$ cat src/rtl/imem_boot_ctrl_if.sv
// Purpose: groups the loader, core-fetch and memory-side signals of the
//          instruction-memory boot controller into one bundle.
// Ports (signals):
//   ld_valid/ld_ready/ld_data/ld_last       loader stream into the controller
//   fetch_req/fetch_addr                    core fetch request (byte address)
//   fetch_valid/fetch_rdata/fetch_fault     fetch response, 1-cycle latency
//   mem_we/mem_addr/mem_wdata/mem_rdata     single-port synchronous memory
// Modports: slave = the controller, master = its environment.
interface imem_boot_ctrl_if #(
   parameter int unsigned ADDR_W = 10
);
   logic              ld_valid;
   logic              ld_ready;
   logic [31:0]       ld_data;
   logic              ld_last;

   logic              fetch_req;
   logic [31:0]       fetch_addr;
   logic              fetch_valid;
   logic [31:0]       fetch_rdata;
   logic              fetch_fault;

   logic              mem_we;
   logic [ADDR_W-1:0] mem_addr;
   logic [31:0]       mem_wdata;
   logic [31:0]       mem_rdata;

   modport slave (
      input  ld_valid, ld_data, ld_last,
      input  fetch_req, fetch_addr,
      input  mem_rdata,
      output ld_ready,
      output fetch_valid, fetch_rdata, fetch_fault,
      output mem_we, mem_addr, mem_wdata
   );

   modport master (
      output ld_valid, ld_data, ld_last,
      output fetch_req, fetch_addr,
      output mem_rdata,
      input  ld_ready,
      input  fetch_valid, fetch_rdata, fetch_fault,
      input  mem_we, mem_addr, mem_wdata
   );
endinterface

$ cat src/rtl/imem_boot_ctrl.sv
// Purpose: owns a single-port instruction memory; after reset it streams a
//          program image from the loader into memory, then releases the core
//          and serves its fetches. Loader writes and fetches never share a cycle.
// Ports:
//   clk, rst     clock, synchronous active-high reset
//   bus          imem_boot_ctrl_if.slave (loader, fetch, memory signals)
//   core_rst     holds the core in reset until the image is loaded
//   boot_done    image loaded, core running
//   boot_err     image overflowed the memory; sticky until rst
//   boot_words   number of words written by the current load
module imem_boot_ctrl #(
   parameter int unsigned ADDR_W = 10,
   parameter int unsigned DEPTH  = 1024
) (
   input  logic              clk,
   input  logic              rst,
   imem_boot_ctrl_if.slave   bus,
   output logic              core_rst,
   output logic              boot_done,
   output logic              boot_err,
   output logic [ADDR_W:0]   boot_words
);

   localparam logic [1:0] ST_LOAD  = 2'd0;
   localparam logic [1:0] ST_FLUSH = 2'd1;
   localparam logic [1:0] ST_RUN   = 2'd2;
   localparam logic [1:0] ST_ERROR = 2'd3;

   localparam logic [ADDR_W-1:0] LAST_PTR = ADDR_W'(DEPTH - 1);

   logic [1:0]        state;
   logic [1:0]        state_nxt;
   logic [ADDR_W-1:0] wr_ptr;
   logic              accept;
   logic              fetch_go;
   logic              fetch_bad;
   logic              ready_c;
   logic              we_c;
   logic [ADDR_W-1:0] addr_c;
   logic              resp_valid;
   logic              resp_fault;
   logic [31:0]       rdata_hold;
   logic [31:0]       rdata_c;

   // Misaligned or beyond the memory's byte range
   assign fetch_bad = (bus.fetch_addr[1:0] != 2'b00) ||
                      (bus.fetch_addr[31:ADDR_W+2] != '0);

   // Next state and memory-port steering
   always_comb begin
      state_nxt = state;
      accept    = 1'b0;
      fetch_go  = 1'b0;
      ready_c   = 1'b0;
      we_c      = 1'b0;
      addr_c    = wr_ptr;
      case (state)
         ST_LOAD: begin
            ready_c = 1'b1;
            if (bus.ld_valid) begin
               accept = 1'b1;
               we_c   = 1'b1;
               if (bus.ld_last) begin
                  state_nxt = ST_FLUSH;
               end else if (wr_ptr == LAST_PTR) begin
                  state_nxt = ST_ERROR;
               end
            end
         end
         ST_FLUSH: state_nxt = ST_RUN;
         ST_RUN: begin
            if (bus.fetch_req) begin
               fetch_go = 1'b1;
               addr_c   = bus.fetch_addr[ADDR_W+1:2];
            end
         end
         ST_ERROR: state_nxt = ST_ERROR;
         default:  state_nxt = ST_LOAD;
      endcase
   end

   assign bus.ld_ready  = ready_c;
   assign bus.mem_we    = we_c;
   assign bus.mem_addr  = addr_c;
   assign bus.mem_wdata = bus.ld_data;

   // Memory read data arrives in the response cycle, so it is muxed straight
   // through; the hold register keeps the last response between requests.
   always_comb begin
      rdata_c = rdata_hold;
      if (resp_valid) begin
         rdata_c = resp_fault ? 32'h0 : bus.mem_rdata;
      end
   end

   assign bus.fetch_valid = resp_valid;
   assign bus.fetch_fault = resp_fault;
   assign bus.fetch_rdata = rdata_c;

   // State, load pointer, status flags and fetch response pipeline
   always_ff @(posedge clk) begin
      if (rst) begin
         state      <= ST_LOAD;
         wr_ptr     <= '0;
         boot_words <= '0;
         core_rst   <= 1'b1;
         boot_done  <= 1'b0;
         boot_err   <= 1'b0;
         resp_valid <= 1'b0;
         resp_fault <= 1'b0;
         rdata_hold <= 32'h0;
      end else begin
         state <= state_nxt;
         if (accept) begin
            wr_ptr     <= wr_ptr + ADDR_W'(1);
            boot_words <= boot_words + (ADDR_W+1)'(1);
         end
         core_rst   <= (state_nxt != ST_RUN);
         boot_done  <= (state_nxt == ST_RUN);
         boot_err   <= (state_nxt == ST_ERROR);
         resp_valid <= fetch_go;
         resp_fault <= fetch_go & fetch_bad;
         if (resp_valid) begin
            rdata_hold <= rdata_c;
         end
      end
   end

endmodule

$ cat src/flat_wrapper.sv
// flat-port wrapper written by rule: the top's interface ports become plain ports
module imem_boot_ctrl_flat 
#(
   parameter int unsigned ADDR_W = 10,
   parameter int unsigned DEPTH  = 1024
)
  (clk, rst, core_rst, boot_done, boot_err, boot_words, bus_ld_valid, bus_ld_data, bus_ld_last, bus_fetch_req, bus_fetch_addr, bus_mem_rdata, bus_ld_ready, bus_fetch_valid, bus_fetch_rdata, bus_fetch_fault, bus_mem_we, bus_mem_addr, bus_mem_wdata);
  imem_boot_ctrl_if #(.ADDR_W(ADDR_W)) bus_i ();
  input  logic clk;
  input  logic rst;
  output logic core_rst;
  output logic boot_done;
  output logic boot_err;
  output logic [ADDR_W:0] boot_words;
  input wire logic [$bits(bus_i.ld_valid)-1:0] bus_ld_valid;
  input wire logic [$bits(bus_i.ld_data)-1:0] bus_ld_data;
  input wire logic [$bits(bus_i.ld_last)-1:0] bus_ld_last;
  input wire logic [$bits(bus_i.fetch_req)-1:0] bus_fetch_req;
  input wire logic [$bits(bus_i.fetch_addr)-1:0] bus_fetch_addr;
  input wire logic [$bits(bus_i.mem_rdata)-1:0] bus_mem_rdata;
  output wire logic [$bits(bus_i.ld_ready)-1:0] bus_ld_ready;
  output wire logic [$bits(bus_i.fetch_valid)-1:0] bus_fetch_valid;
  output wire logic [$bits(bus_i.fetch_rdata)-1:0] bus_fetch_rdata;
  output wire logic [$bits(bus_i.fetch_fault)-1:0] bus_fetch_fault;
  output wire logic [$bits(bus_i.mem_we)-1:0] bus_mem_we;
  output wire logic [$bits(bus_i.mem_addr)-1:0] bus_mem_addr;
  output wire logic [$bits(bus_i.mem_wdata)-1:0] bus_mem_wdata;
  assign bus_i.ld_valid = bus_ld_valid;
  assign bus_i.ld_data = bus_ld_data;
  assign bus_i.ld_last = bus_ld_last;
  assign bus_i.fetch_req = bus_fetch_req;
  assign bus_i.fetch_addr = bus_fetch_addr;
  assign bus_i.mem_rdata = bus_mem_rdata;
  assign bus_ld_ready = bus_i.ld_ready;
  assign bus_fetch_valid = bus_i.fetch_valid;
  assign bus_fetch_rdata = bus_i.fetch_rdata;
  assign bus_fetch_fault = bus_i.fetch_fault;
  assign bus_mem_we = bus_i.mem_we;
  assign bus_mem_addr = bus_i.mem_addr;
  assign bus_mem_wdata = bus_i.mem_wdata;
  imem_boot_ctrl #(.ADDR_W(ADDR_W), .DEPTH(DEPTH)) u_core (.clk(clk), .rst(rst), .bus(bus_i), .core_rst(core_rst), .boot_done(boot_done), .boot_err(boot_err), .boot_words(boot_words));
endmodule
$ cat config.mk
export PLATFORM = sky130hd
export DESIGN_NAME = imem_boot_ctrl_flat
export DESIGN_NICKNAME = d
export VERILOG_FILES = /design/src/rtl/imem_boot_ctrl_if.sv /design/src/rtl/imem_boot_ctrl.sv /design/src/flat_wrapper.sv
export SDC_FILE = /design/constraint.sdc
export NUM_CORES = 1
export LEC_CHECK = 0
export CORE_UTILIZATION = 39
export DETAILED_ROUTE_END_ITERATION = 8
export GPL_ROUTABILITY_DRIVEN = 1
export PLACE_DENSITY_LB_ADDON = 0.12
export REMOVE_ABC_BUFFERS = 1
export SLEW_MARGIN = 15
export SYNTH_ARGS = -nofsm -noshare
export SYNTH_HDL_FRONTEND = slang
export SYNTH_SLANG_ARGS = --single-unit
$ cat constraint.sdc
create_clock -name clk -period 2.6 [get_ports clk]
set_input_delay 0.26 -clock clk [delete_from_list [all_inputs] [get_ports clk]]
set_output_delay 0.26 -clock clk [all_outputs]
set_load 0.02 [all_outputs]
## Word-level counts from Yosys, hierarchy flattened

Cells that the tools add are included.

- Bitwise logic cells: 1
- Equality and inequality tests: 7
- Mux-type cells: 13
- Reductions and logical operators: 4
- Add/subtract/negate cells: 2

Operator list:

| operator | number |
|---|---|
| 32-bit two-way mux | 2 |
| 10-bit two-way mux | 2 |
| 20-bit nonzero test | 1 |
| 11-bit by 1-bit adder with 11-bit output (second input constant) | 1 |
| 10-bit by 1-bit adder with 10-bit output (second input constant) | 1 |
| 10-bit equality test (second input constant) | 1 |
| 2-bit equality test (second input constant) | 4 |
| 2-bit two-way mux | 3 |
| 2-bit case mux with 3 select lines | 1 |
| 1-bit two-way mux | 5 |
| 2-bit by 1-bit equality test with 1-bit output (second input constant) | 1 |
| 2-bit zero test | 1 |
| 2-bit inequality test (second input constant) | 1 |
| 2-bit nonzero test | 1 |
| 1-bit AND | 1 |
| 1-bit logical OR | 1 |

- Register bits after elaboration: 60
- Input bits: 101
- Word-level logic and storage cells: 36

## Depth between registers and ports, before layout

- Depth after elaboration: 6
- Mapped depth: 6
- Gate-level depth less buffers: 4

## Worst setup path after synthesis

Ideal clock, no wire load.

- Path kind: register -> register
- Start point: reg u_core.state[1]
- End point: reg u_core.boot_words[9]
- Setup time: 0.123 ns
- Buffers on the path: 1
- Setup slack: 1.012 ns
- Arrival: 1.465 ns
- Data required time: 2.477 ns
- Cell stages (with the launch flop): 5
- Path through: dfxtp_1 > or3b_1 > buf_2 > nor4_1 > mux2_1

- Cells in the longest elaborated chain, start to end: 2

Ends and longest elaborated chain:

| item | line | text |
|---|---|---|
| from (decl) | imem_boot_ctrl.sv:31 | `logic [1:0] state;` |
| from (signal assigned) | imem_boot_ctrl.sv:113 | `state <= state_nxt;` |
| 2-bit zero test | imem_boot_ctrl.sv:57 | `case (state)` |
| 1-bit two-way mux | imem_boot_ctrl.sv:57 |  |
| to (signal assigned) | imem_boot_ctrl.sv:116 | `boot_words <= boot_words + (ADDR_W+1)'(1);` |
| to (decl) | imem_boot_ctrl.sv:21 | `output logic [ADDR_W:0] boot_words` |

No other way between the ends.
A chain may end at the register's enable or synchronous reset.

## Final worst setup path

- Start point: reg u_core.state[0]
- End point: out bus_mem_addr[8]

- Cells in the longest elaborated chain, start to end: 2

Ends and longest elaborated chain:

| item | line | text |
|---|---|---|
| 2-bit equality test | imem_boot_ctrl.sv:57 |  |
| 10-bit two-way mux | imem_boot_ctrl.sv:57 |  |
| to (decl) | flat_wrapper.sv:26 | `output wire logic [$bits(bus_i.mem_addr)-1:0] bus_mem_addr;` |

No other way between the ends.

==> results.md <==
* Setup WS pre-CTS at 0.402 ns
* GRT busiest layer: met2
* Leak at 1.68 nW
* Core Area at 7250 um2
* CP cell instances: nand3b_1 > buf_4 > mux2_2 > clkdlybuf4s50_1
* Post-cts gate resize count at 0
* CP bufs+invs at 2
* Data required time of the worst path at 2.34 ns
* IO Port Bufs at 128
* Post CTS Setup Buffer Count at 0
* Clock Pin Slew Worst Setup and Hold Paths at 0.07 ns
* Max IR drop VDD at 0.261 mV
* CP Class: reg -> out
* Cells after Synth at 362
* Height of the die at 88.8 um
* Outcome: finished clean
* Syn_area_per_cell at 8.12 um2
* Area Overhead vs Synth at 45.7%
* Max-cap violations at 0
* Clock Tree Buf Depth at 2
* Final Max Tran Viols at 0
* Detailed-route via count at 2719
* Largest stage delay, worst path at 0.54 ns
* Synth unique cells at 34
* Final hold vios at 0
* CP Max Fanout at 11
* Critical-path top delay cell: clkdlybuf4s50_1
* Antenna viol nets, final at 0
* Routed len/inst at 14.2 um
* Vias in the first global route at 2481
* Non-Filler Instances at 561
* Worst Reg-to-Reg Cells at 4
* Reg2Reg Setup Slack at 0.78 ns
* Skew final at 0.00575 ns
* Hold Buf Count CTS at 0
* Hold Crit Depth at 2
* Largest net degree at the start of global routing at 44
* Worst path arrival time at 2.02 ns
* Fin worst setup slack at 0.323 ns
* CTS H-Tree Depth at 3
* CTS Root Cell: clkbuf_8
* Global-route wire length before repair at 12.0 mm
* Adder-Cell Fraction of Synth Area at 0.852%
* Synth Area in XOR/XNOR at 1.19%
* RSZ-0062 raised after global routing: no
* Total track usage at 20.6%
* Crit Reg-Reg Endpoint: u_core.wr_ptr[6]
* Multi-input combinational cell area at 1390 um2
* Placed Area at 4070 um2
* Rows at 31
* Final setup violation count at 0
* Share of layout cells above drive strength 1 at 7.36%
* Mux cell area share after synthesis at 6.90%
* Crit path time final at 2.28 ns
* Effective utilization at floorplan at 40.5%
* RR Startpoint: u_core.state[1]
* Min-Delay Endpoint: u_core.rdata_hold[22]
* Sink Count at 60
* Warnings from Yosys at 0
* Fin nets at 560
* HP Class: reg -> reg
* Finished Cell Area at 4280 um2
* DIE AREA at 7880 um2
* Met3 usage at 9.98%
* Final Cycle Share at 87.6%
* DR DRC count at 0
* Setup TNS at 0 ns
* Simple-gate area share of the yosys netlist at 28.3%
* CTS tree: yes
* Seq/Total Area, Yosys at 40.9%
* Pwr/cell area at 504 nW/um2
* Worst path depth at 4
* Slew margin rel. at 50.4%
* DR vias/cell at 4.85
* Iter 0 DRT Violations at 81
* Grt ovf at 0
* Worst skew pair latency at 0.33 ns
* Final hold slack at 0.477 ns
* RePlAce Congestion at 0.805
* Ant diodes at 0
* Count of state elements after synthesis at 60
* Startpoint Class: flip-flop
* Setup crit end kind: output pin
* Worst Hold Launch: u_core.rdata_hold[22]
* Mapped cell area at 2940 um2
* Fmax at 439 MHz
* Cts bufs inserted at 9
* Largest family of logic cells by synthesized area: simple AND/OR/NAND/NOR gates
* Placed Instances at 545
* Routed WL at 7.97 mm
* Worst Tran Pin Value at 0.744 ns
* Compound-gate portion of the synthesized area at 10.1%
* IO Count at 193
* Sequential cell area at 1200 um2
* DR pass1 iterations at 4
* HPWL Detailed at 5.81 mm
* Die width at 88.8 um
* Met2 usage at 27.9%
* Grt met1 use at 27.4%
* CP top delay family: buffers and inverters
* Initial antenna violation count at 0
* Fill count at 686
[cells by family after synthesis]
family	Yosys count
AO/OA/AOI/OAI	55
buffers and inverters	58
multiplexers	18
XOR/XNOR	4
adder cells (fa/ha/maj)	2
AND/OR/NAND/NOR	165
flip-flops	60
[cell usage after synthesis]
master / n / area share, %
nand2_1: 74 / 9.5
dfxtp_1: 60 / 41
a21oi_1: 42 / 7.2
nand2b_1: 33 / 7.0
buf_4: 32 / 8.2
clkbuf_1: 14 / 1.8
nor2_1: 13 / 1.7
nor4_1: 11 / 2.3
mux2_2: 10 / 3.8
nor2b_1: 9 / 1.9
inv_1: 8 / 1.0
mux2_1: 8 / 3.1
or4_1: 6 / 1.5
or3_1: 5 / 1.1
nand3_1: 4 / 0.68
nand4_1: 4 / 0.85
o31ai_1: 4 / 1.0
o21ai_0: 3 / 0.51
xnor2_1: 3 / 0.89
ha_1: 2 / 0.85
nand3b_1: 2 / 0.51
o21ai_1: 2 / 0.34
o22ai_1: 2 / 0.43
a22oi_1: 1 / 0.26
buf_1: 1 / 0.13
buf_2: 1 / 0.17
buf_6: 1 / 0.38
inv_2: 1 / 0.13
nand4bb_2: 1 / 0.55
nor3_1: 1 / 0.17
o41a_1: 1 / 0.38
or2_1: 1 / 0.21
or3b_1: 1 / 0.30
xor2_1: 1 / 0.30
[routing by layer]
layer	up-vias	wire, um
met4	2	101
li1	1372	-
met3	14	842
met1	1207	3730
met5	-	34
met2	124	3260
[metrics by stage]
stage                     power, W  util (%)
after detailed placement   0.00126      56.0
after floorplan            0.00107         -
after CTS                  0.00218      59.0
final                      0.00216      59.0
after global routing       0.00225      59.0
after global placement     0.00126      56.0
[registers in the layout, indices dropped and copies added (netlist names)]
register and flops:
u_core.rdata_hold 32, u_core.boot_words 11, u_core.wr_ptr 10, u_core.state 2
u_core.boot_done 1, u_core.boot_err 1, u_core.bus.fetch_fault 1, u_core.bus.fetch_valid 1
u_core.core_rst 1
[layout make-up]
type	count	area share, %
timing repair buffer	133	30.7
clock inverter	5	1.75
tap	99	2.89
sequential	60	28.1
clock buffer	11	3.30
inverter	9	0.789
multi-input combinational	244	32.5
[worst max-delay path by stage]
stage	start	to	slack, ns
4_1_cts	u_core.state[0]	bus_mem_addr[8]	0.32
3_5_place_dp	bus_ld_valid	u_core.boot_words[9]	0.40
3_3_place_gp	bus_ld_valid	bus_mem_we	0.42
6_report	u_core.state[0]	bus_mem_addr[8]	0.32
5_1_grt	u_core.state[0]	bus_mem_addr[8]	0.23
2_1_floorplan	u_core.bus.fetch_valid	bus_fetch_rdata[0]	0.1
[layout by cell type (no fill, tap or decap), types with 3 or more instances in the layout]
master	instances
nor4_1	11
nand4_1	4
a21oi_1	42
o31ai_1	4
nor2b_1	8
dfxtp_1	60
inv_1	8
mux2_2	10
o21ai_0	3
clkbuf_8	10
or3_1	5
nor2_1	13
xnor2_1	3
nand2_1	74
buf_4	5
mux2_1	8
nand3_1	4
or4_1	6
clkinv_2	3
clkdlybuf4s50_1	127
nand2b_1	33
[tightest hold or removal path: stages (launching register included)]
cell      delay [ns]
dfxtp_1         0.30
nand2b_1        0.07
a21oi_1         0.06
[power by group]
group	total (W)	leakage (nW)	internal, W	switching, W
Combinational	0.000287	1.09	0.000170	0.000117
Sequential	0.000953	0.485	0.000937	0.0000152
Clock	0.000918	0.113	0.000561	0.000357
Note: power is estimated with default switching activity, not from simulation.
